===== src/rtl/cpu_pkg.sv =====
// Shared definitions for the MIPS core pipeline: default widths, the MEM/WB
// payload record and the state encoding used by the stage buffers.
package cpu_pkg;

    localparam int unsigned DEF_XLEN       = 32;
    localparam int unsigned DEF_REG_ADDR_W = 5;

    typedef struct packed {
        logic [DEF_XLEN-1:0]       pc;
        logic                      wb_en;
        logic                      mem_r_en;
        logic [DEF_XLEN-1:0]       alu_result;
        logic [DEF_XLEN-1:0]       mem_data;
        logic [DEF_REG_ADDR_W-1:0] dest;
    } mem_wb_payload_t;

    localparam int unsigned MEM_WB_PAYLOAD_W = $bits(mem_wb_payload_t);

    // Encoding equals the number of held entries, so occupancy is the state itself.
    typedef enum logic [1:0] {
        SB_EMPTY = 2'd0,
        SB_ONE   = 2'd1,
        SB_FULL  = 2'd2
    } skid_state_e;

    function automatic int unsigned payload_width(input int unsigned xlen,
                                                  input int unsigned reg_addr_w);
        return 3 * xlen + reg_addr_w + 2;
    endfunction

endpackage


===== src/rtl/pipe_skid_buf.sv =====
// Generic two-entry valid/ready stage buffer with flush; SKID=0 collapses it
// to a single register whose in_ready looks through to out_ready.
//
// state    | meaning
// ---------+-----------------------------------------------
// SB_EMPTY | nothing held, out_valid low
// SB_ONE   | head register valid, skid register free
// SB_FULL  | head and skid valid, in_ready low (SKID=1 only)
module pipe_skid_buf
    import cpu_pkg::*;
#(
    parameter int unsigned W    = 8,
    parameter bit          SKID = 1'b1
) (
    input  logic         clk,
    input  logic         rst,
    input  logic         flush,
    input  logic         in_valid,
    output logic         in_ready,
    input  logic [W-1:0] in_data,
    output logic         out_valid,
    input  logic         out_ready,
    output logic [W-1:0] out_data,
    output logic [1:0]   occupancy
);

    skid_state_e  state_q, state_d;
    logic [W-1:0] h_q, h_d;
    logic [W-1:0] s_q, s_d;
    logic         accept;
    logic         pop;

    always_ff @(posedge clk or posedge rst) begin
        if (rst) begin
            state_q <= SB_EMPTY;
            h_q     <= '0;
            s_q     <= '0;
        end else begin
            state_q <= state_d;
            h_q     <= h_d;
            s_q     <= s_d;
        end
    end

    always_comb begin
        accept  = in_valid & in_ready;
        pop     = out_valid & out_ready;
        state_d = state_q;
        h_d     = h_q;
        s_d     = s_q;
        case (state_q)
            SB_EMPTY: begin
                if (accept) begin
                    h_d     = in_data;
                    state_d = SB_ONE;
                end
            end
            SB_ONE: begin
                if (accept && pop) begin
                    h_d = in_data;
                end else if (accept && SKID) begin
                    s_d     = in_data;
                    state_d = SB_FULL;
                end else if (pop) begin
                    state_d = SB_EMPTY;
                end
            end
            SB_FULL: begin
                // Skid entry always moves into the head before anything newer arrives.
                if (pop) begin
                    h_d     = s_q;
                    state_d = SB_ONE;
                end
            end
            default: state_d = SB_EMPTY;
        endcase
        // Payload may be left stale; only the valid state is cleared.
        if (flush) begin
            state_d = SB_EMPTY;
        end
    end

    always_comb begin
        out_valid = (state_q != SB_EMPTY);
        occupancy = state_q;
        out_data  = h_q;
        if (SKID) begin
            in_ready = (state_q != SB_FULL);
        end else begin
            in_ready = out_ready | (state_q == SB_EMPTY);
        end
    end

endmodule


===== src/rtl/mem_wb_pipe_reg.sv =====
// MEM/WB pipeline stage: buffers the MEM result with valid/ready flow control
// and presents the write-back value and gated write enable to the register file.
module mem_wb_pipe_reg
    import cpu_pkg::*;
#(
    parameter int unsigned XLEN       = DEF_XLEN,
    parameter int unsigned REG_ADDR_W = DEF_REG_ADDR_W,
    parameter bit          SKID       = 1'b1
) (
    input  logic                  clk,
    input  logic                  rst,
    input  logic                  flush,
    input  logic                  in_valid,
    output logic                  in_ready,
    input  logic [XLEN-1:0]       in_pc,
    input  logic                  in_wb_en,
    input  logic                  in_mem_r_en,
    input  logic [XLEN-1:0]       in_alu_result,
    input  logic [XLEN-1:0]       in_mem_data,
    input  logic [REG_ADDR_W-1:0] in_dest,
    output logic                  out_valid,
    input  logic                  out_ready,
    output logic [XLEN-1:0]       out_pc,
    output logic                  out_wb_en,
    output logic                  out_mem_r_en,
    output logic [XLEN-1:0]       out_alu_result,
    output logic [XLEN-1:0]       out_mem_data,
    output logic [REG_ADDR_W-1:0] out_dest,
    output logic [XLEN-1:0]       out_wb_data,
    output logic [1:0]            occupancy
);

    localparam int unsigned PAYLOAD_W = payload_width(XLEN, REG_ADDR_W);

    logic [PAYLOAD_W-1:0] in_payload;
    logic [PAYLOAD_W-1:0] out_payload;
    logic                 head_wb_en;

    assign in_payload = {in_pc, in_wb_en, in_mem_r_en, in_alu_result, in_mem_data, in_dest};

    pipe_skid_buf #(
        .W    (PAYLOAD_W),
        .SKID (SKID)
    ) u_buf (
        .clk       (clk),
        .rst       (rst),
        .flush     (flush),
        .in_valid  (in_valid),
        .in_ready  (in_ready),
        .in_data   (in_payload),
        .out_valid (out_valid),
        .out_ready (out_ready),
        .out_data  (out_payload),
        .occupancy (occupancy)
    );

    assign {out_pc, head_wb_en, out_mem_r_en, out_alu_result, out_mem_data, out_dest} = out_payload;

    // A bubble or flushed head must never write the register file or feed forwarding.
    assign out_wb_en   = head_wb_en & out_valid;
    assign out_wb_data = out_mem_r_en ? out_mem_data : out_alu_result;

endmodule

===== config.mk =====
export PLATFORM = sky130hd
export DESIGN_NAME = mem_wb_pipe_reg
export DESIGN_NICKNAME = d
export VERILOG_FILES = /design/src/rtl/cpu_pkg.sv /design/src/rtl/pipe_skid_buf.sv /design/src/rtl/mem_wb_pipe_reg.sv
export SDC_FILE = /design/constraint.sdc
export NUM_CORES = 1
export LEC_CHECK = 0
export BUFFER_PORTS_ARGS = -buffer_cell sky130_fd_sc_hd__clkbuf_2
export CELL_PAD_IN_SITES_DETAIL_PLACEMENT = 1
export CELL_PAD_IN_SITES_GLOBAL_PLACEMENT = 2
export CORE_MARGIN = 2
export CORE_UTILIZATION = 33
export DETAILED_ROUTE_END_ITERATION = 8
export PLACE_DENSITY = 0.73
export SYNTH_ARGS = -nofsm -noshare
export SYNTH_HDL_FRONTEND = slang
export SYNTH_SLANG_ARGS = --single-unit

===== constraint.sdc =====
create_clock -name clk -period 5.9 [get_ports clk]
set_clock_uncertainty 0.2 [all_clocks]
set_input_delay 0.59 -clock clk [delete_from_list [all_inputs] [get_ports clk]]
set_output_delay 0.59 -clock clk [all_outputs]
set_load 0.1 [all_outputs]

==> results.md, run 1 <==
- Worst stage delay on the critical path: 540 ps
- Clock root buffer: clkbuf_16
- Worst EP required: 5110 ps
- Routed vias: 5,837
- Synth Warn #: 0
- Final wirelength: 23,350 um
- Worst path cell trace: and2b_4 > inv_2 > buf_4 > clkbuf_2
- Unrepaired setup endpoints after global routing: false
- Chip height: 180.1 um
- TNS Setup: 0 ps
- Final setup violation count: 0
- Worst IR Drop VDD: 0.2733 mV
- Starting Density: 33.47%
- CTS tree: done
- Vias in the first global route: 6,271
- Status: complete, no violations
- Origin of the worst setup path: u_buf.occupancy[1]
- Fin nets: 951
- Seq cells post-synth: 208
- Commonest cells after routing, fill and taps aside: 246 x clkbuf_2, 207 x dfrtp_1, 189 x mux2_2
- Initial antenna violation count: 0
- Clock Sinks: 208
- GRT overflow: 0
- Cell taking the most area after synthesis: dfrtp_1
- Post-Place Worst Slack: 2638 ps
- Diodes inserted: 0
- Routed vias/inst: 4.658
- Post-synth EDFFs: 0
- GPL Wtd Cong: 0.7432
- Worst setup margin: 2479 ps
- Final Hold Slack: 43.94 ps
- Share of cells above drive strength 1: 58.58%
- Number of distinct library cells after synthesis: 22
- Most common cell after layout, fill and taps aside: clkbuf_2
- All-Layer GR Usage: 14.21%
- Final HPWL DP: 15,380 um
- Core area: 0.03059 sq mm
- Fin crit share: 57.98%
- Hold Vio Cnt, Final: 0
- Max Clk Rate: 0.2923 GHz
- Postcts setup bufs: 0
- Die Wd: 180.1 um
- CTS Buf Count: 24
- Setup CP Type: register to output port
- Min cycle time layout: 3421 ps
- R2R Path Start: u_buf.occupancy[0]
- First-pass GRT wire length: 37,050 um
- Tightest Pin Transition: 1007 ps
- Mapped Cells: 702
- Ys flop type: dfrtp_1
- Peak fanout along the critical path: 30
- Full die area: 0.03245 sq mm
- Ports: 247
- Cell area power density: 446.2 mW/mm^2
- CTS Hold Buffers Added: 0
- Reg clk slew, reported paths: 60 ps
- Mapped Area: 0.01024 sq mm
- IO Port Bufs: 246
- Async S/R FF share, synth: 100.0%
- Drc violations: 0
- Min-delay worst type: primary input to asynchronous set/reset pin
- CP arrival: 2630 ps
- Post-synth top area share: 50.84%
- Avg Inst Size Synth: 14.58 sq um
- Area grow syn2layout: 15.42%
- Crit path max-delay cell type: clkbuf_2
- Max-slew headroom: 32.85%
- Largest cells by area after synthesis: dfrtp_1 51%, mux2_2 21%, mux2_1 15%
- Slew Viols, Final: 0
- Clk_lat worst skew: 500 ps
- Max_cap viols: 0
- CTS H-tree depth: 1
- Post_cts resized: 0
- 1st-iter DRT viols: 194
- Critical path capture point type: output port
- Cells after DPL: 1,213
- Routed wire length per instance: 18.64 um
- DRT antenna net count: 0
- Leak: 5.398 nW
- Largest net degree at the start of global routing: 116
- Non-filler instance count after layout: 1,253
- Row count: 64
- Worst setup SP type: register
- Seq/Total Area, Yosys: 50.84%
- DRT Pass-1 Iters: 4
- Synthesized net count: 810
- Deepest clock path buffer count: 3
## area by class of cell
type,count,area (sq um)
Fill cell,3251,18770
Clock inverter,5,78.83
Multi-Input combinational cell,354,4013
Clock buffer,35,703.2
Tap cell,396,495.5
Sequential cell,208,5206
Timing Repair Buffer,253,1309
Inverter,2,11.26
## registers in the layout, summed over array words and instances (netlist names)
name and cells:
u_buf.occupancy 2, u_buf.out_data 103, u_buf.s_q 103
## power by group
part,internal [mW],switching (mW)
registers,1.72,0.184
clock network,0.907,0.581
logic,0.428,1.45
total,3.06,2.21
## worst paths after layout
kind,endpoint,slack (ps),cells past startpoint
worst min register to register,u_buf.s_q[79],280,1
worst max register to register,u_buf.out_data[11],2700,5
worst min-delay path,u_buf.s_q[4],40,2
worst max-delay path,in_ready,2480,4
max in group asynchronous,u_buf.out_data[93],4190,3
min in group clk,u_buf.occupancy[0],70,2
## synthesized netlist by cell type, types with 2 or more instances
cell type / n
nand2_1: 2
mux2_4: 19
buf_2: 11
mux2_2: 189
mux2_1: 133
clkbuf_1: 4
buf_4: 114
buf_6: 9
dfrtp_1: 208
## per-stage QoR
step           instance area [sq um]  util, %  power [mW]
2_1_floorplan                  10240        -       3.656
6_report                       11820    38.63       5.273
3_5_place_dp                   11030    36.07       3.831
4_1_cts                        11820    38.63       5.361
3_3_place_gp                   11030    36.07       3.791
5_1_grt                        11820    38.63       5.508
## worst max-delay path, delay by kind of cell (launching register included)
family,cells,cell delay [ps]
buffers and inverters,3,1460
DFF,1,450
and+or+nand+nor,1,200
## kinds of logic (layout without fill, tap and decap cells)
family                 count (synthesis)  after routing  share of synthesized area, %
AOI/OAI and AO/OA                      3              3                        0.1956
buffers and inverters                140            295                         10.11
and+or+nand+nor                       10             10                        0.6479
DFF                                  208            208                         50.84
muxes                                341            341                         38.21
## per-layer routing
metal / track usage, % / up-vias / part of all wire (%)
li1: - / 2655 / -
met1: 18.58 / 3002 / 44
met2: 23.80 / 147 / 48
met3: 3.112 / 33 / 5.4
met4: 3.903 / 0 / 2.3
met5: 0 / - / 0
(Power assumes the default switching activity.)
==> run 2: changes to the inputs <==
- CORE_UTILIZATION: 33 -> 37
- PLACE_DENSITY: 0.73 -> 0.78
- clock period: 5.9 -> 3.25 ns (I/O delays scaled with it)
==> run 2 against run 1 <==
Compared with the run above:
- sequential power rose by 81%
- hold slack improved by 79 ps
- critical path depth did not move
- via count rose by 8.0%
- design area rose by 10%
- combinational power rose by 90%
==> results.md, run 2 (synthesized netlist as in run 1, its figures left out) <==
- Stages on worst setup path: 4 (unchanged)
- CTS H-tree depth: 1 (unchanged)
- Full die area: 0.02902 sq mm (was 0.03245 sq mm)
- Share of cells above drive strength 1: 52.82% (was 58.58%)
- GPL Wtd Cong: 0.7068 (was 0.7432)
- Status: complete, no violations (unchanged)
- HP Start: in_valid
- Power Internal: 5.772 mW (was 3.058 mW)
- Peak fanout along the critical path: 33 (was 30)
- Ports: 247 (unchanged)
- IO Port Bufs: 246 (unchanged)
- Hold Path Depth: 4
- 1st-iter DRT viols: 205 (was 194)
- Fin crit share: 79.83%
- FF-to-FF setup slack: 790 ps (was 2700 ps)
- Clock power frac: 28.8% (was 28.2%)
- Min cycle time layout: 2595 ps
- Drc violations: 0 (unchanged)
- Top delay family on crit path: buffers and inverters (unchanged)
- Worst Path Buf+Inv: 3 (unchanged)
- Final HPWL DP: 15,850 um (was 15,380 um)
- Hold Vio Cnt, Final: 0 (unchanged)
- Fillers: 2,754 (was 3,251)
- Clk_lat worst skew: 510 ps (was 500 ps)
- Post_cts resized: 0 (unchanged)
- Worst path cell trace: and2b_4 > inv_2 > buf_4 > buf_12 (was and2b_4 > inv_2 > buf_4 > clkbuf_2)
- Max_cap viols: 0 (unchanged)
- Chip height: 170.3 um (was 180.1 um)
- Area grow syn2layout: 27.46% (was 15.42%)
- Row count: 60 (was 64)
- Worst EP required: 2720 ps (was 5110 ps)
- DRT antenna net count: 0 (unchanged)
- Most common cell after layout, fill and taps aside: clkbuf_2 (unchanged)
- Deepest clock path buffer count: 3 (unchanged)
- Gate power share: 36.3% (was 35.6%)
- Starting Density: 37.88% (was 33.47%)
- Clock root buffer: clkbuf_16 (unchanged)
- Postcts setup bufs: 0 (unchanged)
- Initial antenna violation count: 0 (unchanged)
- Final wirelength: 24,110 um (was 23,350 um)
- All-Layer GR Usage: 16.58% (was 14.21%)
- Worst stage delay on the critical path: 450 ps (was 540 ps)
- Cells after DPL: 1,165 (was 1,213)
- Clock Sinks: 208 (unchanged)
- Flop pwr share: 35.0% (was 36.2%)
- Worst IR Drop VDD: 0.4222 mV (was 0.2733 mV)
- First-pass GRT wire length: 38,360 um (was 37,050 um)
- Fin nets: 1,065 (was 951)
- Critical path capture point type: output port (unchanged)
- CP arrival: 2070 ps (was 2630 ps)
- Commonest cells after routing, fill and taps aside: 245 x clkbuf_2, 208 x dfrtp_1, 189 x mux2_2 (was 246 x clkbuf_2, 207 x dfrtp_1, 189 x mux2_2)
- Unrepaired setup endpoints after global routing: false (unchanged)
- Crit path max-delay cell type: dfrtp_1 (was clkbuf_2)
- Diodes inserted: 0 (unchanged)
- Min-delay worst type: primary input to register (was primary input to asynchronous set/reset pin)
- Routed vias/inst: 4.790 (was 4.658)
- Routed wire length per instance: 18.32 um (was 18.64 um)
- GRT overflow: 0 (unchanged)
- Slew Viols, Final: 0 (unchanged)
- R2R Path Start: u_buf.occupancy[0] (unchanged)
- Leak: 5.960 nW (was 5.398 nW)
- Core area: 0.02703 sq mm (was 0.03059 sq mm)
- Routed vias: 6,303 (was 5,837)
- Largest net degree at the start of global routing: 61 (was 116)
- R2r worst-path depth: 4 (was 5)
- Vias in the first global route: 6,963 (was 6,271)
- DRT Pass-1 Iters: 4 (unchanged)
- CTS tree: done (unchanged)
- Setup CP Type: register to output port (unchanged)
- Switching portion of total power: 41.43% (was 42.00%)
- Reg clk slew, reported paths: 60 ps (about the same)
- Max-slew headroom: 34.46% (was 32.85%)
- Max Clk Rate: 0.3854 GHz
- Non-filler instance count after layout: 1,316 (was 1,253)
- Final setup violation count: 0 (unchanged)
- CTS Buf Count: 24 (unchanged)
- Hold path endpoint: u_buf.occupancy[1]
- TNS Setup: 0 ps (unchanged)
- RR Endpoint: u_buf.out_data[50] (was u_buf.out_data[11])
- Worst setup margin: 655.5 ps (was 2479 ps)
- Cell area power density: 755.2 mW/mm^2 (was 446.2 mW/mm^2)
- Die Wd: 170.3 um (was 180.1 um)
- Worst setup SP type: register (unchanged)
- Sw Pwr: 4.082 mW (was 2.215 mW)
- Tightest Pin Transition: 981.0 ps (was 1007 ps)
- Post-Place Worst Slack: 750.7 ps (was 2638 ps)
## run 2: layer usage
layer	up-vias	share of wire [%]	global-route usage [%]	routed length [um]
met5	-	0	0	0
met4	0	1.9	3.902	449
met3	35	4.9	3.047	1172
met2	158	49	29.13	11750
met1	3215	45	21.17	10740
li1	2895	-	-	-
## run 2: what timing repair did
item | in CTS | in global routing
hold endpoints to repair | 236 | 0
hold buffers | 107 | 0
setup endpoints to repair | 0 | 0
## run 2: power groups by stage
stage / Combinational, mW / Sequential (mW) / Clock, mW
after floorplan: 3.26 / 3.38 / 0
after global placement: 3.45 / 3.46 / 0
after detailed placement: 3.49 / 3.49 / 0
after CTS: 3.60 / 3.45 / 2.92
final: 3.57 / 3.45 / 2.83
after global routing: 3.72 / 3.52 / 3.02
## run 2: worst max path at each step
| stage | start | slack, ps | to |
|---|---|---|---|
| floorplan | rst | 20 | u_buf.occupancy[0] |
| global placement | u_buf.occupancy[0] | 790 | u_buf.out_data[48] |
| detailed placement | u_buf.occupancy[0] | 750 | u_buf.out_data[48] |
| CTS | u_buf.occupancy[1] | 570 | in_ready |
| global route | u_buf.occupancy[1] | 520 | in_ready |
| finish | u_buf.occupancy[1] | 660 | in_ready |
## run 2: stage by stage
| stage | utilization (%) | hold WS, ps | power, mW | cell area [sq um] |
|---|---|---|---|---|
| 3_5_place_dp | 41.19 | 268.4 | 6.977 | 11130 |
| 2_1_floorplan | - | 188.5 | 6.637 | 10240 |
| 5_1_grt | 48.28 | 180.0 | 10.26 | 13050 |
| 6_report | 48.28 | 122.9 | 9.854 | 13050 |
| 4_1_cts | 48.28 | 88.89 | 9.976 | 13050 |
| 3_3_place_gp | 41.19 | 259.3 | 6.908 | 11130 |
## run 2: layout make-up
type	instances	area, sq um	area share [%]
inverter	2	11.26	0.08630
multi-input combinational	354	4013	30.75
clock buffer	37	760.7	5.830
tap	341	426.7	3.270
clock inverter	7	85.08	0.6520
sequential	208	5205	39.89
timing repair buffer	367	2547	19.52
## run 2: worst min-delay path, cell delays in order
cell      delay [ps]
clkbuf_2         100
nor2b_1          160
a21oi_1          150
nor3_1            60
